===== config.mk =====
export PLATFORM = sky130hd
export DESIGN_NAME = inst_mem_loader_flat
export DESIGN_NICKNAME = d
export VERILOG_FILES = /design/src/rtl/inst_mem_loader_if.sv /design/src/rtl/inst_mem_loader.sv /design/src/flat_wrapper.sv
export SDC_FILE = /design/constraint.sdc
export NUM_CORES = 1
export LEC_CHECK = 0
export CAP_MARGIN = 0
export CORE_MARGIN = 1
export CORE_UTILIZATION = 35
export DETAILED_ROUTE_END_ITERATION = 10
export PLACE_DENSITY_LB_ADDON = 0.05
export SKIP_LAST_GASP = 1
export SLEW_MARGIN = 30
export SYNTH_ARGS = -nofsm -noshare
export SYNTH_HDL_FRONTEND = slang
export SYNTH_SLANG_ARGS = --single-unit

===== constraint.sdc =====
create_clock -name CLK -period 4.6 [get_ports CLK]
set_clock_uncertainty 0.15 [all_clocks]
set_input_delay 0.69 -clock CLK [delete_from_list [all_inputs] [get_ports CLK]]
set_output_delay 0.69 -clock CLK [all_outputs]
set_load 0.005 [all_outputs]

===== src/rtl/inst_mem_loader_if.sv =====
// inst_mem_loader_if: host byte stream in, instruction-memory write port and loader status out.
interface inst_mem_loader_if #(
   parameter int ADDR_W = 14
);
   logic start, byte_valid, byte_ready, mem_we, cpu_hold, done, overflow, error;
   logic [7:0] byte_in;
   logic [ADDR_W-1:0] mem_addr;
   logic [15:0] mem_din;
   modport master (
      output start, byte_in, byte_valid,
      input byte_ready, mem_we, mem_addr, mem_din, cpu_hold, done, overflow, error
   );
   modport slave (
      input start, byte_in, byte_valid,
      output byte_ready, mem_we, mem_addr, mem_din, cpu_hold, done, overflow, error
   );
endinterface


===== src/rtl/inst_mem_loader.sv =====
// inst_mem_loader: assembles big-endian words from a byte stream into instruction memory, holding the CPU while loading.
// Define LOADER_CHECKSUM_EN to expect a trailing 16-bit sum of the data words.
module inst_mem_loader #(
   parameter int ADDR_W = 14
) (
   input logic CLK,
   input logic Reset,
   inst_mem_loader_if.slave bus
);
   typedef enum logic [3:0] {IDLE, LEN_HI, LEN_LO, DAT_HI, DAT_LO, WRITE,
`ifdef LOADER_CHECKSUM_EN
      CK_HI, CK_LO,
`endif
      DONE} state_t;
`ifdef LOADER_CHECKSUM_EN
   localparam state_t TAIL = CK_HI;
`else
   localparam state_t TAIL = DONE;
`endif
   localparam logic [ADDR_W-1:0] LAST = '1;
   state_t state, nxt;
   logic [15:0] len, din;
   logic [ADDR_W-1:0] addr;
   logic full, ovf, err, ready, fire;
   assign ready = !(state inside {IDLE, WRITE, DONE});
   assign fire = bus.byte_valid && ready;
   assign bus.byte_ready = ready;
   assign bus.mem_we = state == WRITE && !full;
   assign bus.mem_addr = addr;
   assign bus.mem_din = din;
   assign bus.done = state == DONE;
   assign bus.cpu_hold = (state != IDLE && state != DONE) || err;
   assign bus.overflow = ovf;
   assign bus.error = err;
   always_comb begin
      nxt = state;
      case (state)
         IDLE: nxt = bus.start ? LEN_HI : IDLE;
         LEN_HI: nxt = fire ? LEN_LO : LEN_HI;
         LEN_LO: nxt = !fire ? LEN_LO : ({len[15:8], bus.byte_in} == 16'd0) ? TAIL : DAT_HI;
         DAT_HI: nxt = fire ? DAT_LO : DAT_HI;
         DAT_LO: nxt = fire ? WRITE : DAT_LO;
         WRITE: nxt = (len == 16'd1) ? TAIL : DAT_HI;
`ifdef LOADER_CHECKSUM_EN
         CK_HI: nxt = fire ? CK_LO : CK_HI;
         CK_LO: nxt = fire ? DONE : CK_LO;
`endif
         default: nxt = IDLE;
      endcase
   end
`ifdef LOADER_CHECKSUM_EN
   logic [15:0] sum;
`else
   assign err = 1'b0;
`endif
   always_ff @(posedge CLK) begin
      if (Reset) begin
         state <= IDLE;
         len <= '0;
         din <= '0;
         addr <= '0;
         full <= 1'b0;
         ovf <= 1'b0;
`ifdef LOADER_CHECKSUM_EN
         sum <= '0;
         err <= 1'b0;
`endif
      end else begin
         state <= nxt;
         if (state == IDLE && bus.start) begin
            addr <= '0;
            full <= 1'b0;
            ovf <= 1'b0;
`ifdef LOADER_CHECKSUM_EN
            sum <= '0;
            err <= 1'b0;
`endif
         end
         if (fire && state == LEN_HI) len[15:8] <= bus.byte_in;
         if (fire && state == LEN_LO) len[7:0] <= bus.byte_in;
         if (fire && state == DAT_HI) din[15:8] <= bus.byte_in;
         if (fire && state == DAT_LO) din[7:0] <= bus.byte_in;
         // full marks that the last address has been written; later words only flag overflow
         if (state == WRITE) begin
            len <= len - 16'd1;
            ovf <= ovf | full;
            full <= full | (addr == LAST);
            if (!full && addr != LAST) addr <= addr + 1'b1;
`ifdef LOADER_CHECKSUM_EN
            sum <= sum + din;
`endif
         end
`ifdef LOADER_CHECKSUM_EN
         // the high data byte register is free after the last write and holds the checksum high byte
         if (fire && state == CK_HI) din[15:8] <= bus.byte_in;
         if (fire && state == CK_LO) err <= {din[15:8], bus.byte_in} != sum;
`endif
      end
   end
endmodule


===== src/flat_wrapper.sv =====
// flat-port wrapper written by rule: the top's interface ports become plain ports
module inst_mem_loader_flat 
#(
   parameter int ADDR_W = 14
)
  (CLK, Reset, bus_start, bus_byte_in, bus_byte_valid, bus_byte_ready, bus_mem_we, bus_mem_addr, bus_mem_din, bus_cpu_hold, bus_done, bus_overflow, bus_error);
  inst_mem_loader_if #(.ADDR_W(ADDR_W)) bus_i ();
  input logic CLK;
  input logic Reset;
  input wire logic [$bits(bus_i.start)-1:0] bus_start;
  input wire logic [$bits(bus_i.byte_in)-1:0] bus_byte_in;
  input wire logic [$bits(bus_i.byte_valid)-1:0] bus_byte_valid;
  output wire logic [$bits(bus_i.byte_ready)-1:0] bus_byte_ready;
  output wire logic [$bits(bus_i.mem_we)-1:0] bus_mem_we;
  output wire logic [$bits(bus_i.mem_addr)-1:0] bus_mem_addr;
  output wire logic [$bits(bus_i.mem_din)-1:0] bus_mem_din;
  output wire logic [$bits(bus_i.cpu_hold)-1:0] bus_cpu_hold;
  output wire logic [$bits(bus_i.done)-1:0] bus_done;
  output wire logic [$bits(bus_i.overflow)-1:0] bus_overflow;
  output wire logic [$bits(bus_i.error)-1:0] bus_error;
  assign bus_i.start = bus_start;
  assign bus_i.byte_in = bus_byte_in;
  assign bus_i.byte_valid = bus_byte_valid;
  assign bus_byte_ready = bus_i.byte_ready;
  assign bus_mem_we = bus_i.mem_we;
  assign bus_mem_addr = bus_i.mem_addr;
  assign bus_mem_din = bus_i.mem_din;
  assign bus_cpu_hold = bus_i.cpu_hold;
  assign bus_done = bus_i.done;
  assign bus_overflow = bus_i.overflow;
  assign bus_error = bus_i.error;
  inst_mem_loader #(.ADDR_W(ADDR_W)) u_core (.CLK(CLK), .Reset(Reset), .bus(bus_i));
endmodule

# --- Word-level counts from Yosys, hierarchy flattened ---
# Cells that the tools add are included.
word_totals:
  out_inout_bits: 36
  register_bits: 52
classes:
  bitwise_logic: 2
  add_sub_neg: 2
  reduce_logical: 18
  n_eq_ne: 10
  n_mux: 17
ops:
  columns: ["cell", "count"]
  rows:
  - ["$mux 14", 3]
  - ["$pmux 4 s6", 1]
  - ["$eq 16x1->1 const B", 1]
  - ["$logic_not 16->1", 1]
  - ["$mux 16", 1]
  - ["$mux 8", 2]
  - ["$sub 16x1->16 const B", 1]
  - ["$add 14x1->14 const B", 1]
  - ["$eq 14x14->1 const B", 1]
  - ["$ne 14x14->1 const B", 1]
  - ["$eq 4x3->1 const B", 3]
  - ["$logic_and 1x1->1", 9]
  - ["$mux 3", 3]
  - ["$eq 4x2->1 const B", 2]
  - ["$reduce_bool 2->1", 3]
  - ["$mux 1", 5]
  - ["$eq 4x1->1 const B", 1]
  - ["$logic_not 4->1", 1]
  - ["$mux 4", 1]
  - ["$ne 4x3->1 const B", 1]
  - ["$reduce_bool 4->1", 1]
  - ["$reduce_bool 3->1", 1]
  - ["$logic_not 1->1", 2]
  - ["$mux 2", 1]
  - ["$or 1x1->1", 2]

# --- Longest topological paths before layout ---
# Gate-level depths: netlist of run 1.
depth:
  ltp_word: 7
  ltp_mapped: 7
  ltp_nobuf: 6

# --- Least setup slack after synthesis of run 1 ---
# Ideal clock, no wire load.
synth_timing:
  kind: "register to register"
  start: "reg u_core.addr[0], in the netlist u_core.bus.mem_addr[0]"
  end: "reg u_core.addr[4], in the netlist u_core.bus.mem_addr[4]"
  path_stages_with_launch: 8
  setup_ns: 0.075
  required_time_ns: 4.375
  slack_ns: 2.592
  n_path_buf: 2
  arrival_ns: 1.783
  cell_sequence: "dfxtp_1 ha_1 and4_1 buf_6 and4_4 buf_6 or4_1 o22ai_1"
synth_between:
  elab_chain_len: 4
synth_rtl:
  columns: ["element", "line_no", "rtl"]
  rows:
  - ["start, declared", "inst_mem_loader.sv:23", "logic [ADDR_W-1:0] addr;"]
  - ["start signal, assigned", "inst_mem_loader.sv:88", "if (!full && addr != LAST) addr <= addr + 1'b1;"]
  - ["branches (longest 2 deep; another with $add 14x1->14)", null, null]
  - ["$mux 14 *", "inst_mem_loader.sv:88", null]
  - ["$mux 14 *", "inst_mem_loader.sv:84", "if (state == WRITE) begin"]
# Mark *: on every way between the ends.
# A chain may end at the register's enable or synchronous reset.

# --- Worst setup path in the final report of run 1 ---
layout_timing:
  start: "reg u_core.state[1]"
  end: "out bus_byte_ready"
layout_between:
  elab_chain_len: 3
layout_rtl:
  columns: ["element", "line_no", "rtl"]
  rows:
  - ["start, declared", "inst_mem_loader.sv:21", "state_t state, nxt;"]
  - ["start signal, assigned", "inst_mem_loader.sv:69", "state <= nxt;"]
  - ["$eq 4x3->1 / $logic_not 4->1 (equally long branches)", "inst_mem_loader.sv:25", "assign ready = !(state inside {IDLE, WRITE, DONE});"]
  - ["$reduce_bool 3->1 *", "inst_mem_loader.sv:25", null]
  - ["$logic_not 1->1 *", "inst_mem_loader.sv:25", null]
  - ["end, declared", "flat_wrapper.sv:13", "output wire logic [$bits(bus_i.byte_ready)-1:0] bus_byte_ready;"]
# Every way passes the cells marked *; elsewhere a longest branch is shown, timed or not.

==> flow_summary.json, run 1 <==
{
  "cts_tree": "done",
  "synth_cells": 352,
  "outcome": "finished, final reports clean",
  "fin_crit_sh": 0.6298,
  "grt_pass1_vias": 2591,
  "cts_resized": 0,
  "yosysWarnings": 0,
  "setup_viol": 0,
  "synth_edf_count": 0,
  "cts_hold_buf": 0,
  "seq_area_frac_synth": 0.3641,
  "peakVddDrop_uv": 172.8,
  "leakage_nw": 1.107,
  "rows": 32,
  "grt_first_pass_wirelength_um": 13630,
  "syn_area_per_cell_um2": 7.966,
  "max-clock-path-buffers": 2,
  "combinationalPowerShare": 0.116,
  "p_seq_frac": 0.488,
  "wl_per_cell_um": 16.60,
  "cts-buffers-inserted": 5,
  "overflow": 0,
  "placed_cell_area_mm2": 0.003281,
  "die_y_um": 91.51,
  "end_kind": "output port",
  "busiest_layer": "met2",
  "cts_root_buf": "clkbuf_8",
  "vias": 2817,
  "drtIter0Drc": 211,
  "r2r_cells": 4,
  "gp_congestion": 0.8252,
  "port-buffer-count": 46,
  "drv_cap": 0,
  "slew_headroom": 0.4933,
  "fin_setup_tns_ps": 0,
  "power.share.switching": 0.2502,
  "async_flop_share": 0,
  "grt_use_met3": 0.03853,
  "remaining_drc_errors": 0,
  "placed_cells": 480,
  "die_x_um": 91.51,
  "viasPerCell": 5.773,
  "synth_area_mm2": 0.002804,
  "clk_latency_ps": 310,
  "ys.flop_type": "dfxtp_1",
  "maxSlewViolCount": 0,
  "post_cts_buffers": 0,
  "dpl.hpwl_um": 5692,
  "grt_max_degree": 32,
  "cts_max_level": 2,
  "fin_area_mm2": 0.003417,
  "hold_depth": 2,
  "dieArea_mm2": 0.008373,
  "clk_pin_slew_ps": 100,
  "syn_nets": 367,
  "pin_count": 48,
  "intPower_mw": 0.7124,
  "min_period_ps": 2897,
  "cp-start-kind": "flop",
  "synth_cell_types": 66,
  "required_ps": 3760,
  "antenna_left": 0,
  "ys_ff_latch": 51,
  "cp.arrival_ps": 2060,
  "grt_use_total": 0.2029,
  "dr.pass1.iters": 5,
  "fin_cells": 488,
  "grtUsageMet1": 0.2948,
  "crit_fanout": 16,
  "drt-total-wl_um": 8102,
  "final_nets": 400,
  "antenna_found_initial": 0,
  "antennaDiodeCount": 0,
  "clkPwrFrac": 0.396,
  "fmax_ghz": 0.3452,
  "core_area_mm2": 0.007727,
  "grtUsageMet2": 0.3064,
  "tightest_slew_ps": 754.3,
  "cts_sinks": 51,
  "hold_path_class": "reg2reg",
  "drive_above_1_share": 0.04922,
  "hold_violations": 0,
  "p_sw_mw": 0.2377,
  "start_util": 0.3629,
  "rsz0062_at_grt": "no",
  "critPathKind": "reg2out",
  "pwr_density_cell_mw_per_mm2": 278.1,
  "area_delta_synth_final_pct": 21.87
}
layer usage:
| metal | share of wire | vias up |
|---|---|---|
| met4 | 0.0063 | 0 |
| li1 | - | 1388 |
| met5 | 0 | - |
| met1 | 0.49 | 1338 |
| met3 | 0.048 | 6 |
| met2 | 0.45 | 85 |
logic make-up (layout without fill, tap and decap cells):
group / count (synthesis) / in the layout / share of synthesized area
DFF: 51 / 51 / 0.3641
xor gates and xnor gates: 2 / 2 / 0.006248
muxes: 3 / 3 / 0.01071
other: 1 / 1 / 0.001337
and+or+nand+nor: 165 / 165 / 0.3200
buffers and inverters: 35 / 69 / 0.06247
adders and majority gates: 3 / 3 / 0.01339
AOI/OAI and AO/OA: 92 / 92 / 0.2218
final timing paths:
check	startpoint	slack, ps	to
setup / recovery	u_core.state[1]	1700	bus_byte_ready
hold / removal	u_core.bus.mem_din[14]	310	u_core.bus.mem_din[14]
setup reg to reg	u_core.state[2]	1880	u_core.bus.mem_addr[6]
hold reg to reg	u_core.bus.mem_din[14]	310	u_core.bus.mem_din[14]
registers in the layout, summed over array words and instances, names as in the netlist:
name                 flops
u_core.len              16
u_core.bus.mem_din      16
u_core.bus.mem_addr     14
u_core.bus.overflow      1
u_core.full              1
u_core.state             3
placed cells by master (no fill, tap or decap), drive strengths merged, types with 7 or more instances in the layout:
master         synthesis  layout
a31oi                  8       8
a21oi                 29      29
nor4                   7       7
o221ai                 7       7
inv                   13      13
nand2                 58      58
nand4                 13      13
nand3                 11      11
nor2                  14      14
o21ai                 10      10
clkdlybuf4s50          0      46
dfxtp                 51      51
and3                   8       8
nor3                  13      13
through the flow:
step | hold slack (ps) | utilization | setup WS (ps) | power, mW
floorplan | 302.7 | - | 2592 | 0.5391
global placement | 299.9 | 0.4245 | 1769 | 0.5829
detailed placement | 299.3 | 0.4245 | 1752 | 0.5822
CTS | 319.5 | 0.4422 | 1699 | 0.9604
global route | 336.8 | 0.4422 | 1528 | 0.9949
finish | 311.6 | 0.4422 | 1703 | 0.9501
area by class of cell:
| class | count | area (um^2) |
|---|---|---|
| flip-flops and latches | 51 | 1021 |
| fillers | 782 | 4310 |
| well taps | 102 | 127.6 |
| clock inverters | 3 | 67.56 |
| repair buffers | 48 | 475.5 |
| clock buffers | 5 | 68.82 |
| inverters | 13 | 48.80 |
| multi-input cells | 266 | 1608 |
synthesized netlist by cell type (all sizes together), types with 7 or more instances:
cell | n | area (um^2)
nand2 | 58 | 217.7
dfxtp | 51 | 1021
a21oi | 29 | 145.1
nor2 | 14 | 52.55
clkbuf | 13 | 51.30
inv | 13 | 48.80
nand4 | 13 | 81.33
nor3 | 13 | 65.06
nand3 | 11 | 55.05
o21ai | 10 | 50.04
buf | 9 | 75.06
a31oi | 8 | 50.05
and3 | 8 | 51.30
nor4 | 7 | 58.81
o221ai | 7 | 61.31
power groups by stage:
stage | clock network, mW | logic (mW) | registers [mW]
after global placement | 0 | 0.110 | 0.473
after detailed placement | 0 | 0.109 | 0.473
after floorplan | 0 | 0.0730 | 0.466
after CTS | 0.387 | 0.110 | 0.463
after global routing | 0.408 | 0.122 | 0.466
final | 0.377 | 0.110 | 0.463
critical path: stages (launching register included):
cell and delay (ps):
dfxtp_1 650, and3b_1 250, buf_4 200, a21oi_1 130, clkdlybuf4s50_1 520
Note: power is estimated with default switching activity, not from simulation.
==> run 2, diff against run 1 <==
==> constraint.sdc (replaced) <==
create_clock -name CLK -period 2.92 [get_ports CLK]
set_clock_uncertainty 0.15 [all_clocks]
set_input_delay 0.438 -clock CLK [delete_from_list [all_inputs] [get_ports CLK]]
set_output_delay 0.438 -clock CLK [all_outputs]
set_load 0.005 [all_outputs]
==> flow_summary.json, run 2 (synthesis gave the netlist of run 1 again) <==
{
  "cts_root_buf": "clkbuf_8",
  "hold_violations": 0,
  "drtIter0Drc": 206,
  "clk_latency_ps": 310,
  "antennaDiodeCount": 0,
  "crit_start": "u_core.state[0]",
  "dpl.hpwl_um": 5888,
  "die_y_um": 91.51,
  "antenna_left": 0,
  "critPathSlowestCell": "dfxtp_1",
  "hold_ws_ps": 311.0,
  "placed_cell_area_mm2": 0.003326,
  "dieArea_mm2": 0.008373,
  "min_period_ps": 2541,
  "p_sw_mw": 0.3947,
  "cts_sinks": 51,
  "core_area_mm2": 0.007727,
  "crit_fanout": 13,
  "cpPeakStageDelay_ps": 580,
  "p_seq_frac": 0.536,
  "fin_area_mm2": 0.003421,
  "critPathKind": "reg2out",
  "antenna_found_initial": 0,
  "cp.arrival_ps": 1950,
  "overflow": 0,
  "final_nets": 406,
  "dr.pass1.iters": 4,
  "drive_above_1_share": 0.06378,
  "start_util": 0.3629,
  "slew_headroom": 0.4606,
  "cts_resized": 0,
  "die_x_um": 91.51,
  "peakVddDrop_uv": 161.5,
  "pin_count": 48,
  "outcome": "finished, final reports clean",
  "pwr_density_cell_mw_per_mm2": 396.8,
  "wl_per_cell_um": 16.82,
  "layout_commonest_cell": "nand2_1",
  "rows": 32,
  "fmax_ghz": 0.3935,
  "grt_use_met3": 0.04104,
  "grt_use_total": 0.2099,
  "grtUsageMet2": 0.3208,
  "nFillCells": 792,
  "min_from": "u_core.bus.mem_din[11]",
  "grt_pass1_vias": 2679,
  "power.share.switching": 0.2908,
  "clk_pin_slew_ps": 110,
  "gp_congestion": 0.8380,
  "required_ps": 2330,
  "intPower_mw": 0.9625,
  "cts_tree": "done",
  "vias": 2819,
  "drv_cap": 0,
  "cp-start-kind": "flop",
  "fin_setup_tns_ps": 0,
  "max-clock-path-buffers": 2,
  "cts-buffers-inserted": 5,
  "grtUsageMet1": 0.3057,
  "port-buffer-count": 46,
  "cts_max_level": 2,
  "tightest_slew_ps": 802.9,
  "end_kind": "output port",
  "grt_max_degree": 36,
  "fin_crit_sh": 0.8702,
  "grt_first_pass_wirelength_um": 14150,
  "drt-total-wl_um": 8309,
  "maxSlewViolCount": 0,
  "remaining_drc_errors": 0,
  "layout_common_cells": "nand2_1, dfxtp_1, clkdlybuf4s50_1",
  "cts_hold_buf": 0,
  "busiest_layer": "met2",
  "clkPwrFrac": 0.330,
  "power_mw": 1.357,
  "post_cts_buffers": 0,
  "setup_viol": 0,
  "rsz0062_at_grt": "no",
  "r2r_start": "u_core.bus.mem_addr[0]",
  "leakage_nw": 1.121,
  "hold_path_class": "reg2reg",
  "area_delta_synth_final_pct": 22.00,
  "path_cells": "and3b_1, nand2b_1, inv_1, clkdlybuf4s50_1",
  "viasPerCell": 5.706,
  "combinationalPowerShare": 0.135
}
==> run 2: changes by cell type in the layout (fill, tap and decap cells not counted) <==
cell	change
bufinv_16	-2
buf_4	+6
clkinv_4	+1
inv_6	+2
clkinvlp_4	-1
==> run 2: worst paths after layout <==
path                              to  slack [ps]  cells after the start
max                       bus_mem_we         380                      4
min reg2reg   u_core.bus.mem_din[11]         310                      2
min           u_core.bus.mem_din[11]         310                      2
max reg2reg  u_core.bus.mem_addr[11]         590                      5
==> run 2: cell type report <==
type                       count  area [um^2]  area share
clock buffer                   5        68.82     0.02012
multi-input combinational    266         1608      0.4700
timing repair buffer          54        520.5      0.1522
inverter                      13        48.80     0.01426
sequential                    51         1021      0.2985
tap                          102        127.6     0.03731
clock inverter                 3        26.28    0.007681
==> run 2: layer usage <==
layer	vias to the layer above	wire (um)
met5	-	0
met3	4	392
met2	69	3684
met4	0	52
met1	1345	4180
li1	1401	-
==> run 2: critical path: cells and delay by family, from the launching register on <==
family        cells  cell delay, ps
flops             1             580
buf+inv           2             690
simple gates      2             380
==> run 2: through the flow <==
| stage | util | std cells | setup WS (ps) |
|---|---|---|---|
| 6_report | 0.4427 | 494 | 379.0 |
| 5_1_grt | 0.4427 | 494 | 233.6 |
| 4_1_cts | 0.4427 | 494 | 376.4 |
| 3_5_place_dp | 0.4304 | 486 | 520.2 |
| 3_3_place_gp | 0.4304 | 486 | 574.6 |
| 2_1_floorplan | - | 352 | 912.4 |
==> run 2: power by group through the flow <==
stage	registers [mW]	logic, mW	clock network [mW]
after floorplan	0.734	0.115	0
after global placement	0.742	0.182	0
after detailed placement	0.742	0.182	0
after CTS	0.726	0.182	0.467
after global routing	0.730	0.204	0.496
final	0.727	0.183	0.448
==> run 3, diff against run 2 <==
--- a/config.mk
+++ b/config.mk
@@ -8,8 +8,11 @@
 export CAP_MARGIN = 0
 export CORE_MARGIN = 1
 export CORE_UTILIZATION = 35
+export CTS_CLUSTER_DIAMETER = 200
 export DETAILED_ROUTE_END_ITERATION = 10
+export GPL_ROUTABILITY_DRIVEN = 0
 export PLACE_DENSITY_LB_ADDON = 0.05
+export REMOVE_ABC_BUFFERS = 1
 export SKIP_LAST_GASP = 1
 export SLEW_MARGIN = 30
 export SYNTH_ARGS = -nofsm -noshare
==> flow_summary.json, run 3 (synthesis gave the netlist of run 1 again) <==
{
  "remaining_drc_errors": 0,
  "maxSlewViolCount": 0,
  "wl_per_cell_um": 16.89,
  "die_y_um": 91.51,
  "cts_tree": "done",
  "slew_headroom": 0.4950,
  "grt_pass1_vias": 2580,
  "overflow": 0,
  "start_util": 0.3629,
  "grt_use_total": 0.2095,
  "outcome": "finished, final reports clean",
  "port-buffer-count": 46,
  "rsz0062_at_grt": "no",
  "dieArea_mm2": 0.008373,
  "pwr_density_cell_mw_per_mm2": 395.2,
  "hold_violations": 0,
  "min_period_ps": 2292,
  "fin_crit_sh": 0.7850,
  "postLayoutCoreUtil": 0.4469,
  "cts_max_level": 2,
  "cts_sinks": 51,
  "dr.pass1.iters": 4,
  "cts_hold_buf": 0,
  "die_x_um": 91.51,
  "tightest_slew_ps": 751.8,
  "drive_above_1_share": 0.07323,
  "post_cts_buffers": 0,
  "max-clock-path-buffers": 2,
  "leakage_nw": 1.143,
  "cts_resized": 0,
  "fin_setup_tns_ps": 0,
  "drtIter0Drc": 151,
  "required_ps": 2330,
  "dpl.hpwl_um": 6078,
  "clk_pin_slew_ps": 110,
  "busiest_layer": "met2",
  "cp-start-kind": "flop",
  "final_nets": 410,
  "core_area_mm2": 0.007727,
  "pin_count": 48,
  "hold_path_class": "reg2reg",
  "fin_cells": 498,
  "rows": 32,
  "viasPerCell": 5.747,
  "grt_use_met3": 0.03266,
  "clk_latency_ps": 310,
  "grtUsageMet2": 0.3195,
  "setup_viol": 0,
  "placed_cell_area_mm2": 0.003356,
  "fin_area_mm2": 0.003453,
  "vias": 2862,
  "fmax_ghz": 0.4363,
  "cts-buffers-inserted": 5,
  "crit_fanout": 5,
  "end_kind": "output port",
  "grt_max_degree": 23,
  "layout_commonest_cell": "nand2_1",
  "placed_cells": 490,
  "grt_first_pass_wirelength_um": 13830,
  "cts_root_buf": "clkbuf_8",
  "area_delta_synth_final_pct": 23.16,
  "layout_common_cells": "nand2_1, dfxtp_1, clkdlybuf4s50_1",
  "drt-total-wl_um": 8409,
  "critPathKind": "reg2out",
  "peakVddDrop_uv": 188.7,
  "antennaDiodeCount": 0,
  "drv_cap": 0,
  "cp.arrival_ps": 1700,
  "antenna_found_initial": 0,
  "grtUsageMet1": 0.3036,
  "antenna_left": 0
}
==> run 3: cell types whose count changed in the layout (fill, tap and decap cells not counted) <==
| cell | delta |
|---|---|
| buf_4 | +4 |
| inv_6 | -2 |
| clkinv_4 | +1 |
| inv_8 | +1 |
==> run 3: power by group <==
group          total, mW  internal, mW  switching (mW)
Clock              0.448         0.178           0.270
Sequential         0.721         0.708          0.0129
Combinational      0.195        0.0794           0.116
Total               1.36         0.966           0.399
==> run 3: layer usage <==
| metal | up-vias | wire length [um] |
|---|---|---|
| met2 | 87 | 3810 |
| met1 | 1357 | 4040 |
| met4 | 0 | 108 |
| met5 | - | 0 |
| li1 | 1406 | - |
| met3 | 12 | 450 |
==> run 3: critical path, stage by stage (launching register included) <==
cell and delay [ps]:
dfxtp_1 320, and3b_1 290, nand2b_1 140, inv_1 130
clkdlybuf4s50_1 510
==> run 3: final timing paths <==
kind | endpoint | slack [ps] | cells past startpoint | start
min | u_core.bus.mem_din[0] | 310 | 2 | u_core.bus.mem_din[0]
max reg2reg | u_core.bus.mem_addr[3] | 640 | 5 | u_core.bus.mem_addr[0]
min reg2reg | u_core.bus.mem_din[0] | 310 | 2 | u_core.bus.mem_din[0]
max | bus_mem_we | 630 | 4 | u_core.state[1]
==> run 3: final cells by class <==
type,count,area [um^2]
fillers,792,4274
well taps,102,127.6
repair buffers,58,550.5
flip-flops and latches,51,1021
clock inverters,3,28.78
multi-input cells,266,1608
inverters,13,48.80
clock buffers,5,68.82
==> run 3: through the flow <==
step                      hold WS [ps]  power [mW]  worst slack, ps
after floorplan                  296.7      0.8356            789.0
after global placement           293.6      0.9298            553.3
after detailed placement         298.2      0.9301            441.5
after CTS                        314.5       1.385            595.6
after global routing             337.7       1.431            423.3
final                            309.8       1.365            627.9
